$ cat config.mk
export PLATFORM = sky130hd
export DESIGN_NAME = ccff_chain_loader_flat
export DESIGN_NICKNAME = d
export VERILOG_FILES = /design/src/rtl/ccff_chain_loader_if.sv /design/src/rtl/ccff_chain_loader.sv /design/src/flat_wrapper.sv
export SDC_FILE = /design/constraint.sdc
export NUM_CORES = 1
export LEC_CHECK = 0
export CAP_MARGIN = 20
export CORE_MARGIN = 10
export CORE_UTILIZATION = 44
export CTS_CLUSTER_SIZE = 30
export DETAILED_ROUTE_END_ITERATION = 10
export GPL_TIMING_DRIVEN = 0
export PLACE_DENSITY = 0.75
export SYNTH_ARGS = -nofsm -noshare
export SYNTH_HDL_FRONTEND = slang
export SYNTH_SLANG_ARGS = --single-unit
$ cat constraint.sdc
create_clock -name prog_clk -period 1.5 [get_ports prog_clk]
set_input_delay 0.15 -clock prog_clk [delete_from_list [all_inputs] [get_ports prog_clk]]
set_output_delay 0.15 -clock prog_clk [all_outputs]
set_load 0.1 [all_outputs]
$ cat src/rtl/ccff_chain_loader_if.sv
// Bitstream word stream into the ccff chain loader.
// Source drives data/valid/last; the loader returns ready.
interface ccff_chain_loader_if #(
  parameter int WORD_W = 8
);
  logic [WORD_W-1:0] cfg_data;
  logic              cfg_valid;
  logic              cfg_last;
  logic              cfg_ready;

  modport master (
    output cfg_data,
    output cfg_valid,
    output cfg_last,
    input  cfg_ready
  );

  modport slave (
    input  cfg_data,
    input  cfg_valid,
    input  cfg_last,
    output cfg_ready
  );
endinterface

$ cat src/rtl/ccff_chain_loader.sv
// Serializes bitstream words onto the ccff chain head, gating prog_clk.
// Optional tail readback is built only with CCFF_READBACK_EN defined.
module ccff_chain_loader #(
  parameter  int CHAIN_LEN = 20,
  parameter  int WORD_W    = 8,
  localparam int CNT_W     = $clog2(CHAIN_LEN + 1)
) (
  input  logic              prog_clk,
  input  logic              pReset,
  input  logic              start,
  ccff_chain_loader_if.slave cfg,
  output logic              ccff_head,
  output logic              ccff_shift_en,
  input  logic              ccff_tail,
  output logic              busy,
  output logic              done,
  output logic              err,
  output logic [WORD_W-1:0] rb_data,
  output logic              rb_valid
);

  localparam int IDX_W = (WORD_W > 1) ? $clog2(WORD_W) : 1;

  typedef enum logic [1:0] {
    IDLE,
    FETCH,
    SHIFT,
    DONE
  } state_t;

  state_t            state;
  logic [WORD_W-1:0] word;
  logic              last_flag;
  logic [IDX_W-1:0]  bit_idx;
  logic [IDX_W-1:0]  idx_nx;
  logic [CNT_W-1:0]  bit_cnt;
  logic              chain_full;
  logic              word_end;

  // chain_full / word_end describe the bit being shifted this cycle
  always_comb begin
    chain_full = (bit_cnt == CNT_W'(CHAIN_LEN - 1));
    word_end   = chain_full ||
                 (bit_idx == IDX_W'(WORD_W - 1));
    idx_nx     = bit_idx + IDX_W'(1);
  end

  always_ff @(posedge prog_clk or negedge pReset) begin
    if (!pReset) begin
      state         <= IDLE;
      word          <= '0;
      last_flag     <= 1'b0;
      bit_idx       <= '0;
      bit_cnt       <= '0;
      cfg.cfg_ready <= 1'b0;
      ccff_head     <= 1'b0;
      ccff_shift_en <= 1'b0;
      busy          <= 1'b0;
      done          <= 1'b0;
      err           <= 1'b0;
    end else begin
      done <= 1'b0;
      unique case (state)
        IDLE: begin
          if (start) begin
            state         <= FETCH;
            busy          <= 1'b1;
            cfg.cfg_ready <= 1'b1;
            err           <= 1'b0;
            bit_cnt       <= '0;
          end
        end
        FETCH: begin
          if (cfg.cfg_valid) begin
            state         <= SHIFT;
            word          <= cfg.cfg_data;
            last_flag     <= cfg.cfg_last;
            bit_idx       <= '0;
            cfg.cfg_ready <= 1'b0;
            ccff_shift_en <= 1'b1;
            ccff_head     <= cfg.cfg_data[0];
          end
        end
        SHIFT: begin
          bit_cnt <= bit_cnt + CNT_W'(1);
          if (word_end) begin
            ccff_shift_en <= 1'b0;
            ccff_head     <= 1'b0;
            if (chain_full || last_flag) begin
              state <= DONE;
              done  <= 1'b1;
              // framing is clean only when last and full coincide
              err   <= err | (chain_full ^ last_flag);
            end else begin
              state         <= FETCH;
              cfg.cfg_ready <= 1'b1;
            end
          end else begin
            bit_idx   <= idx_nx;
            ccff_head <= word[idx_nx];
          end
        end
        DONE: begin
          state <= IDLE;
          busy  <= 1'b0;
        end
        default: state <= IDLE;
      endcase
    end
  end

`ifdef CCFF_READBACK_EN
  logic [WORD_W-1:0] rb_acc;
  logic [WORD_W-1:0] rb_cur;

  always_comb begin
    rb_cur          = rb_acc;
    rb_cur[bit_idx] = ccff_tail;
  end

  // tail is sampled before the edge that shifts it out
  always_ff @(posedge prog_clk or negedge pReset) begin
    if (!pReset) begin
      rb_acc   <= '0;
      rb_data  <= '0;
      rb_valid <= 1'b0;
    end else begin
      rb_valid <= 1'b0;
      if (state == SHIFT) begin
        if (word_end) begin
          rb_data  <= rb_cur;
          rb_valid <= 1'b1;
          rb_acc   <= '0;
        end else begin
          rb_acc <= rb_cur;
        end
      end
    end
  end
`else
  logic unused_tail;

  assign unused_tail = ccff_tail;
  assign rb_data     = '0;
  assign rb_valid    = 1'b0;
`endif

endmodule

$ cat src/flat_wrapper.sv
// flat-port wrapper written by rule: the top's interface ports become plain ports
module ccff_chain_loader_flat 
#(
  parameter  int CHAIN_LEN = 20,
  parameter  int WORD_W    = 8,
  localparam int CNT_W     = $clog2(CHAIN_LEN + 1)
)
  (prog_clk, pReset, start, ccff_head, ccff_shift_en, ccff_tail, busy, done, err, rb_data, rb_valid, cfg_cfg_data, cfg_cfg_valid, cfg_cfg_last, cfg_cfg_ready);
  ccff_chain_loader_if #(.WORD_W(WORD_W)) cfg_i ();
  input  logic prog_clk;
  input  logic pReset;
  input  logic start;
  output logic ccff_head;
  output logic ccff_shift_en;
  input  logic ccff_tail;
  output logic busy;
  output logic done;
  output logic err;
  output logic [WORD_W-1:0] rb_data;
  output logic rb_valid;
  input wire logic [$bits(cfg_i.cfg_data)-1:0] cfg_cfg_data;
  input wire logic [$bits(cfg_i.cfg_valid)-1:0] cfg_cfg_valid;
  input wire logic [$bits(cfg_i.cfg_last)-1:0] cfg_cfg_last;
  output wire logic [$bits(cfg_i.cfg_ready)-1:0] cfg_cfg_ready;
  assign cfg_i.cfg_data = cfg_cfg_data;
  assign cfg_i.cfg_valid = cfg_cfg_valid;
  assign cfg_i.cfg_last = cfg_cfg_last;
  assign cfg_cfg_ready = cfg_i.cfg_ready;
  ccff_chain_loader #(.CHAIN_LEN(CHAIN_LEN), .WORD_W(WORD_W)) u_core (.prog_clk(prog_clk), .pReset(pReset), .start(start), .cfg(cfg_i), .ccff_head(ccff_head), .ccff_shift_en(ccff_shift_en), .ccff_tail(ccff_tail), .busy(busy), .done(done), .err(err), .rb_data(rb_data), .rb_valid(rb_valid));
endmodule
Word-level counts from Yosys, hierarchy flattened
Cells that the tools add are included.

word-level totals
  register bits after elaboration = 25
  output and inout bits = 15
  word-level logic and storage cells = 74

operators by class
  $add $sub $neg = 2
  $lt $le $gt $ge = 1
  equal/unequal tests = 11
  multiplexer cells = 31
  bitwise gates (word level) = 2
  reduce and logical (&&, ||, !) cells = 16

operators with widths
  operator                                                                      number
  1-bit 2-to-1 mux                                                              15
  5-bit one-hot mux with 2 select lines                                         1
  3-bit AND reduction                                                           3
  2-bit 2-to-1 mux                                                              4
  2-bit inequality test, second input constant                                  4
  1-bit one-hot mux with 2 select lines                                         4
  2-bit one-hot mux with 4 select lines                                         1
  2-bit AND reduction                                                           4
  3-bit 2-to-1 mux                                                              2
  3-bit one-hot mux with 2 select lines                                         1
  2-bit nonzero test                                                            3
  5-bit by 1-bit adder with 5-bit output, second input constant                 1
  5-bit equality test, second input constant                                    1
  5-bit 2-to-1 mux                                                              1
  5-bit AND reduction                                                           1
  2-bit equality test, second input constant                                    2
  3-bit by 4-bit less-than comparator with 1-bit output, second input constant  1
  2-bit by 1-bit inequality test with 1-bit output, second input constant       2
  4-bit AND reduction                                                           1
  3-bit by 1-bit adder with 3-bit output, second input constant                 1
  1-bit binary-select mux with 3-bit select                                     1
  3-bit equality test, second input constant                                    1
  1-bit one-hot mux with 3 select lines                                         1
  3-bit nonzero test                                                            1
  5 further kinds                                                               6

Depth between registers and ports, before layout
Gate-level depths: netlist of the first run.

  depth after elaboration = 6
  mapped depth = 5

Worst setup path before layout of the first run
Ideal clock, no wire load.

  path kind = register to register
  start point = register u_core.bit_idx[0]
  end point = register u_core.ccff_head
  library setup time = 0.124 ns
  data arrival time = 1.528 ns
  data required time = 1.376 ns
  setup slack = -0.151 ns
  cell stages (with the launch flop) = 6
  period minus slack after synthesis = 1.651 ns
  cell sequence = dfrtp_1 ha_1 ha_1 inv_1 mux2_2 a211o_1

between the ends
  longest elaborated chain between the ends = 5

RTL lines
  element                                    RTL line                  RTL
  start, declared                            ccff_chain_loader.sv:34   logic [IDX_W-1:0] bit_idx;
  start signal, assigned                     ccff_chain_loader.sv:99   bit_idx <= idx_nx;
  3-bit by 1-bit adder with 3-bit output     ccff_chain_loader.sv:45   idx_nx = bit_idx + IDX_W'(1);
  1-bit binary-select mux with 3-bit select  ccff_chain_loader.sv:100  ccff_head <= word[idx_nx];
  1-bit 2-to-1 mux (not written as such)     ccff_chain_loader.sv:100
  1-bit 2-to-1 mux *                         ccff_chain_loader.sv:86   if (word_end) begin
  1-bit one-hot mux with 2 select lines *    ccff_chain_loader.sv:63   unique case (state)
  end signal, assigned                       ccff_chain_loader.sv:81   ccff_head <= cfg.cfg_data[0];
  end signal, assigned                       ccff_chain_loader.sv:100
  end, declared                              ccff_chain_loader.sv:12   output logic ccff_head,

Mark *: on every way between the ends. The rest lies on a longest branch, timed or not. The select of a mux whose other input is x is not followed.
A chain may end at the register's enable or synchronous reset.

Final worst setup path of the first run
Same ends and word-level chain as after synthesis.

==> metrics.yaml, run 1 <==
most-common-layout-cells: "dfrtp_1 (23), buf_4 (14), clkdlybuf4s50_1 (12)"
grt_setup_unrepaired: "true"
synth_largest_area_cell: "dfrtp_1"
portBuffers: 18
timing_hold_violations_final: 0
netlist-cell-type-count: 32
timing.final.ws_setup_ns: -0.198
die_area_mm2: 0.00536
slew_viol_final: 0
max_slew_margin_pct: 58.8
cts_inserted_buffers: 3
grt_start_max_net_pins: 26
synth.cell_area_mm2: 0.00125
clockRootBuffer: "clkbuf_4"
cap_viol_max_count: 0
syn-mean-instance-area_um2: 11.7
worstSkewPairLatency_ns: 0.32
power-per-cell-area_mw_per_mm2: 1760
critPathRequiredTime_ns: 1.72
num_io_pins: 29
gp_congestion: 0.712
crit_fanout: 5
drtPass1Iterations: 4
place_worst_setup_slack_ns: -0.194
achievable-frequency_mhz: 589
violated_checks: "setup timing"
rrSetupSlack_ns: -0.20
detailedRoute.firstIterationViolations: 23
dr_total_vias: 860
wire_length_per_cell_after_detailed_routing_um: 14.1
holdBufCountCts: 0
slowest_cell_on_the_critical_path: "dfrtp_2"
antenna_violating_nets_post_route: 0
first_global_vias: 930
diodes: 0
cts.sink_count: 25
chipWidth_um: 73.2
path_type_of_the_worst_setup_path: "reg2reg"
min_period_ns: 1.70
crit_path_start_kind: "flop"
drc: 0
tritoncts: "yes"
crit_arrival_ns: 1.92
timing.setup.tns_ns: -0.215
route.detailed.vias_per_inst: 4.94
yosys_register_bits: 25
r2r_end: "u_core.ccff_head"
grt_pass1_wl_um: 4060
htree_levels: 1
drt_wl_total_um: 2450
post-route-util_pct: 59.6
cts.path.max_buffers: 2
fillers: 250
p_leak_uw: 0.000729
worst_clock_skew_ns: 0.00264
worst_r2r_path_depth: 4
syn_inst: 107
floorplan.initialDensity_pct: 45.6
worst_ir_drop_vdd_mv: 1.02
post-dp-hpwl_um: 1930
end_kind: "flop"
yosys_warnings: 0
grt_antenna_before_repair: 0
synth_top_area_share_pct: 50.2
power.total_uw: 2870
min-delay-path-class: "in2async"
final_common_cell: "dfrtp_1"
fp.coreArea_mm2: 0.00273
num-nets-final: 162
grt.overflow.total: 0
floorplan.rows: 19
dieHeight_um: 73.2
crit_end: "u_core.ccff_head"
status: "finished with violations"
max_slew.worst_pin.slew_ns: 0.616
drive_above_1_share_pct: 28.0
areaGrowthSynthToFinish_pct: 30.6
yosys-top-cells-area: "dfrtp_1 (50%), mux2_1 (8.1%), buf_4 (5.4%)"
clk_pin_slew_worst_setup_hold_paths_ns: 0.14
r2r_start: "u_core.bit_idx[0]"
worst_setup_path_startpoint: "u_core.bit_idx[0]"
timing.final.crit_share_pct: 113
critical_path.max_stage_delay_ns: 0.48
share_of_synthesized_area_occupied_by_flip_flops_and_latches_pct: 50.2
final_setup_fails: 3
critical_path.cell_chain: "ha_4, mux4_2, mux2_4, a211o_1"
groute.usage.overall_pct: 9.28
==> registers in the layout, indices dropped and copies added (netlist names) <==
register and cells:
u_core.bit_cnt 5, u_core.bit_idx 3, u_core.busy 1, u_core.ccff_head 1, u_core.ccff_shift_en 1, u_core.cfg.cfg_ready 1
u_core.done 1, u_core.err 1, u_core.last_flag 1, u_core.state 2, u_core.word 8
==> how the worst min path moves through the flow <==
| stage | endpoint | slack, ns | cells after the start |
|---|---|---|---|
| 2_1_floorplan | u_core.bit_cnt[0] | -0.15 | 0 |
| 3_3_place_gp | u_core.word[1] | 0.47 | 1 |
| 3_5_place_dp | u_core.word[1] | 0.49 | 1 |
| 4_1_cts | u_core.word[3] | 0.40 | 2 |
| 5_1_grt | u_core.bit_cnt[0] | 0.23 | 1 |
| 6_report | u_core.bit_cnt[3] | 0.20 | 1 |
==> cell type report <==
class	count	area (um^2)	share of cell area, %
plain buffers	12	82.6	5.07
clock buffers	3	22.5	1.38
clock inverters	1	5.00	0.307
inverters	7	26.3	1.61
multi-input cells	71	586	35.9
flip-flops and latches	25	628	38.6
well taps	31	38.8	2.38
repair buffers	24	240	14.7
==> report_power, final <==
group | total (uW) | leakage [uW] | internal, uW | switching [uW]
clock | 301 | 0.0000177 | 99.8 | 202
combinational | 1450 | 0.000405 | 634 | 816
sequential | 1120 | 0.000306 | 930 | 189
==> per-stage QoR <==
stage / std cells / hold slack (ns) / area, um^2
2_1_floorplan: 115 / -0.146 / 1290
3_3_place_gp: 164 / 0.466 / 1510
3_5_place_dp: 164 / 0.487 / 1510
4_1_cts: 169 / 0.402 / 1580
5_1_grt: 174 / 0.235 / 1630
6_report: 174 / 0.200 / 1630
==> cell families after synthesis <==
| family | Yosys count | synth area share [%] |
|---|---|---|
| compound gates | 20 | 10.0 |
| fa+ha+maj | 4 | 4.01 |
| flops | 25 | 50.2 |
| buf+inv | 19 | 8.63 |
| xor+xnor | 1 | 0.702 |
| other cells | 1 | 0.301 |
| simple gates | 22 | 10.5 |
| mux | 15 | 15.6 |
==> per-layer routing <==
layer | vias to the layer above | wire (um) | global-route usage (%)
li1 | 428 | - | -
met1 | 407 | 997 | 10.2
met2 | 21 | 1290 | 16.5
met3 | 4 | 137 | 2.59
met4 | 0 | 23 | 3.16
met5 | - | 0 | 0
==> repair_timing <==
item / CTS / global route
endpoints found under the setup margin: 17 / 7
gates resized for setup: 23 / 3
buffers inserted: 1 / 4
endpoints found under the hold margin: 0 / 0
==> synth_stat cells (all sizes together) <==
master,instances
nand3b,2
xor2,1
mux2,10
nand2,5
or3,2
o31a,1
nor2,2
a21oi,6
o21ai,7
mux4,2
or3b,1
a21boi,1
clkbuf,1
nor3b,1
inv,7
a22o,1
a211o,1
nand4bb,1
conb,1
mux2i,3
ha,4
o2bb2ai,1
nand3,4
nor2b,2
nand2b,2
a221o,1
dfrtp,25
a211oi,1
buf,11
==> worst max-delay path, delay by kind of cell (launching register included) <==
family                     cells  cell delay (ns)
adders and majority gates      1             0.30
AOI/OAI and AO/OA              1             0.26
DFF                            1             0.48
muxes                          2             0.56
No activity file was read; power rests on OpenSTA's default activity.
==> run 2: changes to the inputs <==
ABC_AREA = 0   (was not set)
CORE_UTILIZATION = 55   (was 44)
DONT_BUFFER_PORTS = 1   (was not set)
PLACE_DENSITY = 0.73   (was 0.75)
==> run 2 against run 1 <==
The flow still finishes with violations (setup timing). Wire length grew 2.2%. Die area decreased by 15%. Core utilization is 11 points higher. Final cell count fell by 5.7%. Setup slack improved by 0.024 ns. Largest power group is now registers. Critical path type unchanged. Critical path depth unchanged. Count of clock-buffer cells in the layout is 1 higher. Register-to-register slack better by 0.02 ns.
==> metrics.yaml, run 2 (synthesized netlist as in run 1, its figures left out) <==
status: "finished with violations"
violated_checks: "setup timing"
grt_start_max_net_pins: 26
slew_viol_final: 0
r2r_start: "u_core.bit_idx[0]"
cts.path.max_buffers: 2
multiInputGateArea_um2: 573
portBuffers: 0
timing.final.crit_share_pct: 112
largestRegisters: "u_core.word: 8 flops, u_core.bit_cnt: 5 flops, u_core.bit_idx: 3 flops"
wire_length_per_cell_after_detailed_routing_um: 15.2
flip_flop_count_of_the_largest_register_all_copies_and_words_added: 8
dr_total_vias: 866
post-dp-hpwl_um: 1720
most-common-layout-cells: "dfrtp_1 (24), buf_4 (15), dlygate4sd3_1 (11)"
dp_cells: 143
clk_pin_slew_worst_setup_hold_paths_ns: 0.13
critPathRequiredTime_ns: 1.72
final_setup_fails: 1
tritoncts: "yes"
groute.usage.overall_pct: 11.4
first_global_vias: 922
num-nets-final: 155
max_slew_margin_pct: 37.8
areaGrowthSynthToFinish_pct: 23.5
timing.final.ws_setup_ns: -0.174
min_period_ns: 1.67
max_slew.worst_pin.slew_ns: 0.933
final_cell_count_no_fill: 164
worst_hold_path.endpoint: "u_core.ccff_head"
dieHeight_um: 67.6
fillers: 155
r2r_end: "u_core.ccff_head"
route.detailed.vias_per_inst: 5.28
timing_hold_violations_final: 0
worstSkewPairLatency_ns: 0.32
drc: 0
hold_path_startpoint: "cfg_cfg_valid"
grt_setup_unrepaired: "true"
regMostFlops: "u_core.word"
chipWidth_um: 67.6
power-per-cell-area_mw_per_mm2: 1800
min_path_cells: 2
path_type_of_the_worst_setup_path: "reg2reg"
p_leak_uw: 0.000702
clockRootBuffer: "clkbuf_4"
worst_clock_skew_ns: 0.00878
layout.area.seq_um2: 627
gp_congestion: 0.733
worst_ir_drop_vdd_mv: 1.09
rrSetupSlack_ns: -0.17
post-route-util_pct: 70.3
grt_antenna_before_repair: 0
crit_fanout: 4
die_area_mm2: 0.00457
cts_inserted_buffers: 3
cts.sink_count: 25
drtPass1Iterations: 2
detailedRoute.firstIterationViolations: 42
end_kind: "flop"
diodes: 0
min-delay-path-class: "in2reg"
floorplan.initialDensity_pct: 56.9
floorplan.rows: 17
final_common_cell: "dfrtp_1"
achievable-frequency_mhz: 597
fp.coreArea_mm2: 0.00219
num_io_pins: 29
cap_viol_max_count: 0
drive_above_1_share_pct: 22.1
drt_wl_total_um: 2500
antenna_violating_nets_post_route: 0
worst_r2r_path_depth: 4
grt_pass1_wl_um: 4060
crit_arrival_ns: 1.89
crit_path_start_kind: "flop"
htree_levels: 1
grt.overflow.total: 0
run 2: where the power goes:
| group | switching, uW | total [uW] | internal, uW |
|---|---|---|---|
| Sequential | 468 | 1390 | 920 |
| Combinational | 522 | 1080 | 561 |
| Clock | 194 | 298 | 104 |
| Total | 1180 | 2770 | 1590 |
run 2: routing by layer:
metal  GRT usage (%)  up-vias  wire (um)
li1                -      420          -
met1            11.3      431        945
met2            21.6       11       1420
met3            3.97        4        108
met4            3.85        0         24
met5               0        -          0
run 2: timing repair:
action / in CTS / in global routing
endpoints found under the hold margin: 35 / 0
gates cloned: 0 / 0
hold buffers: 12 / 0
buffers inserted: 5 / 1
gates resized for setup: 3 / 2
pin swaps: 2 / 2
endpoints found under the setup margin: 10 / 8
run 2: area by class of cell:
| class | count | area share, % |
|---|---|---|
| repair buffers | 18 | 11.4 |
| flip-flops and latches | 25 | 40.7 |
| well taps | 28 | 2.27 |
| clock buffers | 4 | 1.71 |
| inverters | 7 | 1.71 |
| multi-input cells | 71 | 37.2 |
| plain buffers | 11 | 5.04 |
run 2: metrics by stage:
| step | instance area [um^2] | setup TNS, ns | hold slack (ns) | setup WS, ns | power [uW] |
|---|---|---|---|---|---|
| after detailed placement | 1330 | -0.839 | -0.145 | -0.190 | 2390 |
| after floorplan | 1290 | -0.109 | -0.146 | -0.109 | 2200 |
| final | 1540 | -0.174 | 0.0839 | -0.174 | 2770 |
| after CTS | 1530 | -0.192 | 0.0830 | -0.192 | 2780 |
| after global placement | 1330 | -0.628 | -0.145 | -0.176 | 2340 |
| after global routing | 1540 | -0.463 | 0.0924 | -0.234 | 2970 |
run 2: worst max-delay path: stages (launching register included):
cell     delay [ns]
dfrtp_2        0.47
ha_4           0.29
mux4_2         0.29
mux2_4         0.28
a211o_1        0.25
run 2: worst max-delay path by stage:
stage | endpoint | cells after the start | start | slack (ns)
after floorplan | u_core.ccff_head | 4 | u_core.bit_idx[0] | -0.11
after global placement | u_core.ccff_head | 4 | u_core.bit_idx[0] | -0.18
after detailed placement | u_core.ccff_head | 4 | u_core.bit_idx[0] | -0.19
after CTS | u_core.ccff_head | 4 | u_core.bit_idx[0] | -0.19
after global routing | u_core.ccff_head | 4 | u_core.bit_idx[0] | -0.23
final | u_core.ccff_head | 4 | u_core.bit_idx[0] | -0.17
